$ cat src/rtl/alu_sequencer.sv
// alu_sequencer: three-state instruction sequencer wrapped around a 4-bit ALU.
// Accepts one 9-bit instruction per handshake, reads two operands from a
// 4 x 4-bit register file, latches the ALU outputs, then retires with a
// single-cycle done pulse and writes the result back.
//
//   state | meaning
//   ------+----------------------------------------------------------
//   IDLE  | instr_ready=1, waiting for instr_valid
//   EXEC  | operands read from regfile, ALU outputs latched into hold regs
//   WB    | done=1, result/regfile/flags committed at the closing edge

module alu_sequencer_alu (
  input  logic [2:0] op,
  input  logic [3:0] a,
  input  logic [3:0] b,
  output logic [3:0] y,
  output logic       carry_out,
  output logic       overflow,
  output logic       zero
);

  localparam logic [2:0] OP_ADD = 3'b000;
  localparam logic [2:0] OP_SUB = 3'b001;
  localparam logic [2:0] OP_AND = 3'b010;
  localparam logic [2:0] OP_OR  = 3'b011;
  localparam logic [2:0] OP_XOR = 3'b100;
  localparam logic [2:0] OP_SLT = 3'b101;

  logic [4:0] sum;
  logic [4:0] diff;

  // Combinational ALU; carry on SUB is the inverted borrow (1 = no borrow).
  always_comb begin
    sum       = {1'b0, a} + {1'b0, b};
    diff      = {1'b0, a} - {1'b0, b};
    y         = 4'h0;
    carry_out = 1'b0;
    overflow  = 1'b0;
    case (op)
      OP_ADD: begin
        y         = sum[3:0];
        carry_out = sum[4];
        overflow  = (a[3] == b[3]) && (sum[3] != a[3]);
      end
      OP_SUB: begin
        y         = diff[3:0];
        carry_out = ~diff[4];
        overflow  = (a[3] != b[3]) && (diff[3] != a[3]);
      end
      OP_AND:  y = a & b;
      OP_OR:   y = a | b;
      OP_XOR:  y = a ^ b;
      OP_SLT:  y = {3'b000, ($signed(a) < $signed(b))};
      default: y = 4'h0;
    endcase
    zero = (y == 4'h0);
  end

endmodule

module alu_sequencer #(
  parameter logic [3:0] REG_INIT = 4'h0
) (
  input  logic       clk,
  input  logic       rst_n,
  input  logic       instr_valid,
  output logic       instr_ready,
  input  logic [8:0] instr,
  output logic       done,
  output logic [3:0] result,
  output logic       flag_c,
  output logic       flag_v,
  output logic       flag_z,
  input  logic [1:0] dbg_addr,
  output logic [3:0] dbg_data
);

  localparam logic [2:0] OP_LI  = 3'b110;
  localparam logic [2:0] OP_NOP = 3'b111;

  typedef enum logic [1:0] {
    IDLE = 2'd0,
    EXEC = 2'd1,
    WB   = 2'd2
  } state_t;

  state_t     state, state_nxt;
  logic [8:0] instr_q;
  logic [3:0] regs [4];

  logic [3:0] hold_y;
  logic       hold_c, hold_v, hold_z;

  logic [2:0] op_q;
  logic [1:0] rd_q, rs1_q, rs2_q;
  logic [3:0] imm_q;

  logic [3:0] alu_y;
  logic       alu_c, alu_v, alu_z;
  logic       handshake;

  assign op_q  = instr_q[8:6];
  assign rd_q  = instr_q[5:4];
  assign rs1_q = instr_q[3:2];
  assign rs2_q = instr_q[1:0];
  assign imm_q = instr_q[3:0];

  assign handshake = instr_valid && instr_ready;
  assign dbg_data  = regs[dbg_addr];

  alu_sequencer_alu u_alu (
    .op        (op_q),
    .a         (regs[rs1_q]),
    .b         (regs[rs2_q]),
    .y         (alu_y),
    .carry_out (alu_c),
    .overflow  (alu_v),
    .zero      (alu_z)
  );

  // State register.
  always_ff @(posedge clk or negedge rst_n) begin
    if (!rst_n) state <= IDLE;
    else        state <= state_nxt;
  end

  // Next-state and handshake/retire strobes.
  always_comb begin
    state_nxt   = state;
    instr_ready = 1'b0;
    done        = 1'b0;
    case (state)
      IDLE: begin
        instr_ready = 1'b1;
        if (instr_valid) state_nxt = EXEC;
      end
      EXEC: state_nxt = WB;
      WB: begin
        done      = 1'b1;
        state_nxt = IDLE;
      end
      default: state_nxt = IDLE;
    endcase
  end

  // Instruction register: loaded only on the accepting edge.
  always_ff @(posedge clk or negedge rst_n) begin
    if (!rst_n)         instr_q <= 9'h000;
    else if (handshake) instr_q <= instr;
  end

  // Hold registers capture ALU (or LI immediate) outputs during EXEC.
  always_ff @(posedge clk or negedge rst_n) begin
    if (!rst_n) begin
      hold_y <= 4'h0;
      hold_c <= 1'b0;
      hold_v <= 1'b0;
      hold_z <= 1'b0;
    end else if (state == EXEC) begin
      if (op_q == OP_LI) begin
        hold_y <= imm_q;
        hold_c <= 1'b0;
        hold_v <= 1'b0;
        hold_z <= (imm_q == 4'h0);
      end else begin
        hold_y <= alu_y;
        hold_c <= alu_c;
        hold_v <= alu_v;
        hold_z <= alu_z;
      end
    end
  end

  // Writeback: result always, regfile and flags only for non-NOP ops.
  always_ff @(posedge clk or negedge rst_n) begin
    if (!rst_n) begin
      result <= 4'h0;
      flag_c <= 1'b0;
      flag_v <= 1'b0;
      flag_z <= 1'b0;
      for (int i = 0; i < 4; i++) regs[i] <= REG_INIT;
    end else if (state == WB) begin
      if (op_q == OP_NOP) begin
        result <= 4'h0;
      end else begin
        result     <= hold_y;
        regs[rd_q] <= hold_y;
        flag_c     <= hold_c;
        flag_v     <= hold_v;
        flag_z     <= hold_z;
      end
    end
  end

endmodule
$ cat config.mk
export PLATFORM = sky130hd
export DESIGN_NAME = alu_sequencer
export DESIGN_NICKNAME = d
export VERILOG_FILES = /design/src/rtl/alu_sequencer.sv
export SDC_FILE = /design/constraint.sdc
export NUM_CORES = 1
export LEC_CHECK = 0
export CAP_MARGIN = 30
export CORE_ASPECT_RATIO = 1.25
export CORE_MARGIN = 5
export CORE_UTILIZATION = 56
export CTS_BUF_LIST = sky130_fd_sc_hd__clkbuf_8 sky130_fd_sc_hd__clkbuf_16
export CTS_CLUSTER_DIAMETER = 30
export DETAILED_ROUTE_END_ITERATION = 8
export PLACE_DENSITY = 0.79
export SYNTH_ARGS = -nofsm -noshare
export SYNTH_HDL_FRONTEND = slang
export SYNTH_SLANG_ARGS = --single-unit
$ cat constraint.sdc
create_clock -name clk -period 3.5 [get_ports clk]
set_clock_uncertainty 0.2 [all_clocks]
set_input_delay 0.525 -clock clk [delete_from_list [all_inputs] [get_ports clk]]
set_output_delay 0.525 -clock clk [all_outputs]
set_load 0.02 [all_outputs]
[Word-level counts from Yosys, hierarchy flattened]
Index checks and enable logic that the tools add are counted.
Storage, ports and cells
  register bits after elaboration: 41
  input port bits: 14
  output and inout port bits: 13
  word-level logic and storage cells: 78
Cells by class
  add/subtract/negate cells: 2
  magnitude comparators: 6
  eq/ne operators: 14
  muxes and demuxes: 24
  bitwise logic cells: 9
  reductions and logical operators: 9
Operator list (count)
  2-to-1 mux 4 bit: 9
  binary-select mux 4 bit (select 2 bit): 3
  one-hot mux 4 bit (6 select lines): 1
  bitwise mux 16 bit: 1
  == test 3 bit (second input constant): 4
  greater-or-equal comparator 3 bit (second input constant): 4
  NOT 2 -> 3 bit: 4
  demux 4 bit (select 2 bit): 1
  zero test 4 bit: 2
  == test 3 x 2 -> 1 bit (second input constant): 2
  adder 4 x 4 -> 5 bit: 1
  2-to-1 mux 1 bit: 5
  subtractor 4 x 4 -> 5 bit: 1
  AND 4 bit: 1
  logical AND 1 bit: 4
  < comparator 4 bit: 1
  OR 4 bit: 1
  one-hot mux 1 bit (2 select lines): 2
  one-hot mux 2 bit (2 select lines): 1
  XOR 4 bit: 1
  == test 3 x 1 -> 1 bit (second input constant): 1
  zero test 3 bit: 1
  < comparator 3 x 1 -> 1 bit (second input constant): 1
  inequality test 1 bit: 3
  other kinds (8): 9

[Depth between registers and ports, before layout]
Gate-level depths: netlist of the first run.
  depth after elaboration: 9
  depth in mapped cells: 10
  depth with buffers taken out: 9

[Modules after synthesis]
From an unflattened synthesis of the first run, not the netlist that was laid out.
Second synthesis, totals
  cells, all modules: 203
  area total of the unflattened synthesis: 2516.2 µm²
By module, submodules not included
  alu_sequencer: times used 1, cells an instance 126, area each 1938.1 µm²
  alu_sequencer_alu: times used 1, cells an instance 77, area each 578.1 µm²

[Least setup slack after synthesis of the first run]
No wires, ideal clock.
  kind: register to register
  start point: register instr_q[0]
  end point: register hold_z
  library setup time: 0.077 ns
  arrival: 2.688 ns
  path slack: 0.536 ns
  cell stages (with the launch flop): 10
  path buffers: 1
  clock period less this slack: 2.964 ns
  path through: dfrtp_1 clkbuf_1 mux4_2 ha_1 fa_1 mux2i_1 xnor2_1 a2111oi_1 nand3_1 o21ai_1
On the way
  word-level cells in the longest chain between the ends: 8
  elaborated cells between the ends (all ways): 14
RTL lines
  start: declaration: line 88  | logic [8:0] instr_q;
  start signal: assignment: line 149  | else if (handshake) instr_q <= instr;
  NOT 2 -> 3 bit (implied by the code): line 114  | .b (regs[rs2_q]),
  binary-select mux 4 bit (select 2 bit): line 114
  2-to-1 mux 4 bit (implied by the code) (2 in series): line 114
  subtractor 4 x 4 -> 5 bit (tied with other cells): line 35  | diff = {1'b0, a} - {1'b0, b};
  one-hot mux 4 bit (6 select lines): line 39  | case (op)
  zero test 4 bit: line 56  | zero = (y == 4'h0);
  2-to-1 mux 1 bit *: line 160  | if (op_q == OP_LI) begin
  end signal: assignment: line 164  | hold_z <= (imm_q == 4'h0);
  end signal: assignment: line 169  | hold_z <= alu_z;
  end: declaration: line 92  | logic hold_c, hold_v, hold_z;
Mark *: on every way between the ends. The rest lies on a longest branch, timed or not. The select of a mux whose other input is x is not followed.
A chain may end at the register's enable or synchronous reset.

[Final worst setup path of the first run]
  start point: register instr_q[2]
  end point: register hold_z
On the way
  word-level cells in the longest chain between the ends: 8
  elaborated cells between the ends (all ways): 14
RTL lines
  NOT 2 -> 3 bit (implied by the code): line 113  | .a (regs[rs1_q]),
  binary-select mux 4 bit (select 2 bit): line 113
  2-to-1 mux 4 bit (implied by the code) (2 in series): line 113
  subtractor 4 x 4 -> 5 bit (tied with other cells): line 35
  one-hot mux 4 bit (6 select lines): line 39
  zero test 4 bit: line 56
  2-to-1 mux 1 bit *: line 160
Marked as above.

==> results of run 1 <==
## kinds of logic after synthesis
family / share of synthesized area (%)
and+or+nand+nor: 9.82
muxes: 24.6
DFF: 41.7
AOI/OAI and AO/OA: 10.6
buffers and inverters: 4.38
adders and majority gates: 7.74
xor gates and xnor gates: 1.07
## state kept, by name, indices dropped and copies added, names as in the netlist
name,count
flag_v,1
hold_c,1
flag_z,1
hold_v,1
instr_q,9
hold_z,1
hold_y,4
regs,16
state,2
flag_c,1
result,4
## cells in the mapped netlist (2+ instances only)
cell type / number / area (µm²)
sky130_fd_sc_hd__ha_1: 12 / 150
sky130_fd_sc_hd__buf_4: 3 / 22.5
sky130_fd_sc_hd__a22o_1: 4 / 35.0
sky130_fd_sc_hd__o211ai_1: 2 / 15.0
sky130_fd_sc_hd__a21oi_1: 5 / 25.0
sky130_fd_sc_hd__a221o_1: 3 / 30.0
sky130_fd_sc_hd__o21ai_0: 5 / 25.0
sky130_fd_sc_hd__a31oi_1: 2 / 12.5
sky130_fd_sc_hd__xnor2_1: 3 / 26.3
sky130_fd_sc_hd__nor2_1: 10 / 37.5
sky130_fd_sc_hd__nor2b_1: 4 / 25.0
sky130_fd_sc_hd__fa_1: 2 / 40.0
sky130_fd_sc_hd__mux2_2: 27 / 304
sky130_fd_sc_hd__o21ai_1: 2 / 10.0
sky130_fd_sc_hd__mux4_1: 3 / 78.8
sky130_fd_sc_hd__nand3_1: 3 / 15.0
sky130_fd_sc_hd__mux4_2: 9 / 203
sky130_fd_sc_hd__dfrtp_1: 41 / 1030
sky130_fd_sc_hd__and2_1: 2 / 12.5
sky130_fd_sc_hd__and3_1: 2 / 12.5
sky130_fd_sc_hd__a22oi_1: 2 / 15.0
sky130_fd_sc_hd__clkbuf_1: 2 / 7.51
sky130_fd_sc_hd__inv_1: 11 / 41.3
sky130_fd_sc_hd__nand3b_1: 3 / 22.5
sky130_fd_sc_hd__nand2_1: 8 / 30.0
sky130_fd_sc_hd__mux2i_1: 2 / 20.0
sky130_fd_sc_hd__buf_2: 4 / 20.0
sky130_fd_sc_hd__nand2b_1: 5 / 31.3
## critical path: stages (launching register included)
cell                        delay [ns]
sky130_fd_sc_hd__dfrtp_1          0.52
sky130_fd_sc_hd__mux4_1           0.62
sky130_fd_sc_hd__ha_1             0.27
sky130_fd_sc_hd__fa_1             0.40
sky130_fd_sc_hd__mux2i_1          0.17
sky130_fd_sc_hd__xnor2_1          0.08
sky130_fd_sc_hd__a2111oi_1        0.53
sky130_fd_sc_hd__nand3_1          0.13
sky130_fd_sc_hd__o21ai_1          0.14
## where the power goes
group          switching, mW  leakage [nW]  total (mW)  internal (mW)
registers              0.238         0.514       0.901          0.663
clock network          0.158        0.0433       0.314          0.156
logic                  0.650         0.655        1.36          0.705
total                   1.05          1.21        2.57           1.52
## cell type report
cell class              instances  area [µm²]  area share (%)
multi-input cells             138        1330            46.9
inverters                      12        46.3            1.64
clock buffers                   6        82.6            2.93
repair buffers                 27         263            9.31
clock inverters                 1        7.51           0.266
well taps                      58        72.6            2.57
flip-flops and latches         41        1030            36.3
## final timing paths
kind	start	end	slack [ns]	depth (start not counted)
max in group asynchronous	rst_n	flag_c	2.40	1
min reg2reg	hold_c	hold_c	0.29	2
min	rst_n	instr_q[3]	0.15	1
min in group clk	hold_c	hold_c	0.29	2
max reg2reg	instr_q[2]	hold_z	0.37	8
max	instr_q[2]	hold_z	0.37	8
## routing by layer
metal	up-vias	part of all wire, %
li1	790	-
met1	861	40
met2	40	53
met3	14	2.8
met4	0	3.5
met5	-	0
## placed cells by master, fill, tap and decap left out, types with 6 or more instances in the layout
cell type                         count
sky130_fd_sc_hd__clkdlybuf4s50_1     25
sky130_fd_sc_hd__inv_1               11
sky130_fd_sc_hd__dfrtp_1             41
sky130_fd_sc_hd__mux2_2              27
sky130_fd_sc_hd__nor2_1              10
sky130_fd_sc_hd__mux4_2               9
sky130_fd_sc_hd__ha_1                12
sky130_fd_sc_hd__clkbuf_8             6
sky130_fd_sc_hd__nand2_1              8
## metrics by stage
step	total power [mW]	area, µm²	utilization, %	std cells
after global placement	2.21	2730	63.2	276
final	2.57	2820	65.3	283
after CTS	2.58	2820	65.3	283
after global routing	2.80	2820	65.3	283
after floorplan	1.86	2460	-	201
after detailed placement	2.25	2730	63.2	276
==> impl_metrics.yaml, run 1 <==
status:
  outcome: "finished, final reports clean"
logic_synthesis:
  synthesis.area_um2: 2460
  synth_nets: 229
  synth-warning-count: 0
  synth.yosys.seq_area_share_pct: 41.7
  synth_top_flop_cell: "sky130_fd_sc_hd__dfrtp_1"
  synthesis.instances: 201
  synth-edff-count: 0
  synth.distinct_cells: 48
  syn-mean-instance-area_um2: 12.2
  synth_seq_cells: 41
  synthArstFlopShare_pct: 100
critical_path:
  crit_path_max_fanout: 7
  path_class: "reg2reg"
  crit_arrival_ns: 3.15
  cp-end-kind: "register"
  setup.worst_path.start_class: "register"
  worst_ep_required_time_ns: 3.52
sta:
  relSlewSlack_pct: 41.2
  worst-slew-pin-transition_ns: 0.881
  setup_viol: 0
  max_freq_ghz: 0.320
  post-route-min-period_ns: 3.13
  setup_total_negative_slack_ns: 0
  fin_crit_sh_pct: 89.4
  report.final.hold_viol_count: 0
  final.setup.worst_slack_ns: 0.372
  timing_max_transition_violations_final: 0
  timing.hold.ws_ns: 0.152
  rsz0062_at_grt: "no"
clock_tree:
  cts_root_buffer: "sky130_fd_sc_hd__clkbuf_8"
  cts.repair.resized: 0
  hold_buffers: 0
  clock_latency_ns: 0.29
  clk_pin_slew_worst_paths_ns: 0.08
  clock_sink_count: 41
  numCtsBuffers: 5
  h-tree-depth: 2
  cts_tree: "yes"
  post-cts-setup-buffer-count: 0
  max-clock-path-buffers: 2
route:
  dr.pass1.iters: 4
  antenna_left: 0
  initialDrtViolationCount: 61
  drc: 0
  drt-vias-per-instance: 6.02
  finalWirelength_um: 5280
  route.vias.total: 1705
  routed_wire_length_per_instance_um: 18.6
die:
  dieWidth_um: 69.3
  chipHeight_um: 84.1
  floorplan.initialDensity_pct: 56.9
  io_pins: 27
  die_area_um2: 5820
  area_of_the_core_um2: 4320
  fp-row-count: 27
placed_design:
  hpwlAfterDp_um: 3930
  place.port_buffers: 26
  place.gp.congestion: 0.883
  dp_slack_ns: 0.369
power_and_ir_drop:
  powerDensity_nw_per_um2: 910
  irDropWorstVdd_uv: 587
  power.leakage_nw: 1.21
global_routing:
  antenna_found_initial: 0
  first_global_vias: 1886
  global_route.overflow_total: 0
  use_met2_pct: 34.9
  global_route.peak_usage_layer: "met2"
  wire_length_of_the_first_global_routing_pass_um: 9400
  maximum_number_of_pins_on_one_net_before_global_route_repair: 42
  track_usage_pct: 20.3
  globalRouteMet3Util_pct: 3.61
  use_met1_pct: 24.6
run:
  max_cap_viol_count: 0
finish:
  area_growth_syn_to_layout_pct: 14.8
  num-fill-cells: 361
  post_route_cells_drive_above_1_share_pct: 21.8
  finish.net_count: 253
  antenna-diode-count: 0
hold_path:
  timing.hold.worst.class: "in2async"
Note: power is estimated with default switching activity, not from simulation.
==> inputs of run 2 (changes only) <==
CORE_UTILIZATION = 55   (was 56)
PLACE_DENSITY = 0.78   (was 0.79)
==> run 2 against run 1 <==
Via count rose by 0.53%. Combinational power barely moved. Non-clock buffer count did not move. Clock-buffer cell count did not move. Fmax rose by 0.23%. Register-to-register slack barely moved. Sequential share of layout area fell by 0.34 points. Flip-flop and latch count did not move. Routed wire length fell by 4.2%. Critical path depth did not move.
==> impl_metrics.yaml, run 2 (synthesis results as in run 1) <==
status:
  outcome: "finished, final reports clean"
sta:
  setup_viol: 0
  rsz0062_at_grt: "no"
  fin_crit_sh_pct: 89.2
  timing_max_transition_violations_final: 0
  setup_total_negative_slack_ns: 0
  max_freq_ghz: 0.320
  worst-slew-pin-transition_ns: 0.883
  report.final.hold_viol_count: 0
  post-route-min-period_ns: 3.12
  timing.hold.ws_ns: 0.154
  relSlewSlack_pct: 41.1
global_routing:
  antenna_found_initial: 0
  wire_length_of_the_first_global_routing_pass_um: 8870
  track_usage_pct: 18.7
  global_route.overflow_total: 0
  maximum_number_of_pins_on_one_net_before_global_route_repair: 42
  first_global_vias: 1772
finish:
  reg_top3: "regs: 16 flops, instr_q: 9 flops"
  antenna-diode-count: 0
  largest_register_ff_count: 16
  top_register: "regs"
  num-fill-cells: 324
  layout_commonest_cell: "sky130_fd_sc_hd__dfrtp_1"
  post_route_cells_drive_above_1_share_pct: 21.7
  finish.net_count: 253
  most-common-layout-cells: "sky130_fd_sc_hd__dfrtp_1 (41), sky130_fd_sc_hd__mux2_2 (27), sky130_fd_sc_hd__clkdlybuf4s50_1 (25), sky130_fd_sc_hd__inv_1 (12), sky130_fd_sc_hd__ha_1 (12)"
  area_growth_syn_to_layout_pct: 15.9
die:
  dieWidth_um: 69.8
  chipHeight_um: 84.8
  die_area_um2: 5920
  io_pins: 27
  fp-row-count: 27
  area_of_the_core_um2: 4360
  floorplan.initialDensity_pct: 56.4
clock_tree:
  post-cts-setup-buffer-count: 0
  hold_buffers: 0
  max-clock-path-buffers: 2
  h-tree-depth: 2
  cts_tree: "yes"
  clock_sink_count: 41
  numCtsBuffers: 5
  clk_pin_slew_worst_paths_ns: 0.08
  cts_root_buffer: "sky130_fd_sc_hd__clkbuf_8"
  cts.repair.resized: 0
  clock_latency_ns: 0.28
route:
  route.vias.total: 1714
  antenna_left: 0
  finalWirelength_um: 5050
  routed_wire_length_per_instance_um: 17.8
  initialDrtViolationCount: 143
  dr.pass1.iters: 4
  drt-vias-per-instance: 6.04
  drc: 0
power_and_ir_drop:
  powerDensity_nw_per_um2: 920
  power.leakage_nw: 1.23
  irDropWorstVdd_uv: 569
run:
  max_cap_viol_count: 0
critical_path:
  path_class: "reg2reg"
  cp-end-kind: "register"
  worst_ep_required_time_ns: 3.51
  crit_arrival_ns: 3.13
  setup.worst_path.start_class: "register"
  crit_path_max_fanout: 7
hold_path:
  timing.hold.worst.class: "in2async"
placed_design:
  place.gp.congestion: 0.905
  place.port_buffers: 26
  hpwlAfterDp_um: 3870
==> run 2: cell types whose count changed in the layout (fill, tap and decap cells not counted) <==
cell                         delta
sky130_fd_sc_hd__inv_1          +1
sky130_fd_sc_hd__bufinv_16      +1
sky130_fd_sc_hd__clkinvlp_4     -1
==> run 2: layout make-up <==
cell class	count	area [µm²]	area share, %
multi-input combinational	138	1330	46.5
sequential	41	1030	36.0
timing repair buffer	27	263	9.22
clock buffer	6	82.6	2.90
tap	58	72.6	2.55
inverter	12	46.3	1.62
clock inverter	2	33.8	1.19
==> run 2: through the flow <==
step | instance area, µm² | util, % | worst slack (ns) | power, mW | instances
2_1_floorplan | 2460 | - | 0.536 | 1.86 | 201
3_3_place_gp | 2730 | 62.7 | 0.473 | 2.21 | 276
3_5_place_dp | 2730 | 62.7 | 0.409 | 2.25 | 276
4_1_cts | 2850 | 65.4 | 0.396 | 2.64 | 284
5_1_grt | 2850 | 65.4 | 0.0847 | 2.84 | 284
6_report | 2850 | 65.4 | 0.379 | 2.62 | 284
==> run 2: power breakdown <==
group	internal, mW	switching (mW)
sequential	0.663	0.233
clock	0.230	0.153
combinational	0.708	0.636
total	1.60	1.02
==> run 2: layer usage <==
metal,vias to the layer above,GRT usage [%],routed length [µm]
met1,869,23.0,2030
li1,795,-,-
met2,44,33.9,2770
met3,6,3.47,188
met5,-,0,0
met4,0,4.36,59
==> run 2: critical path: stages, from the launching register on <==
cell and delay, ns:
sky130_fd_sc_hd__dfrtp_1 0.52, sky130_fd_sc_hd__mux4_1 0.62, sky130_fd_sc_hd__ha_1 0.26, sky130_fd_sc_hd__fa_1 0.40
sky130_fd_sc_hd__mux2i_1 0.17, sky130_fd_sc_hd__xnor2_1 0.08, sky130_fd_sc_hd__a2111oi_1 0.54, sky130_fd_sc_hd__nand3_1 0.12
sky130_fd_sc_hd__o21ai_1 0.13
==> run 2: worst paths after layout <==
kind	from	to	slack, ns	cells after the start
max	instr_q[2]	hold_z	0.38	8
min	rst_n	instr_q[4]	0.15	1
max reg2reg	instr_q[2]	hold_z	0.38	8
min reg2reg	hold_c	hold_c	0.28	2
max in group asynchronous	rst_n	flag_z	2.39	1
min in group clk	hold_c	hold_c	0.28	2
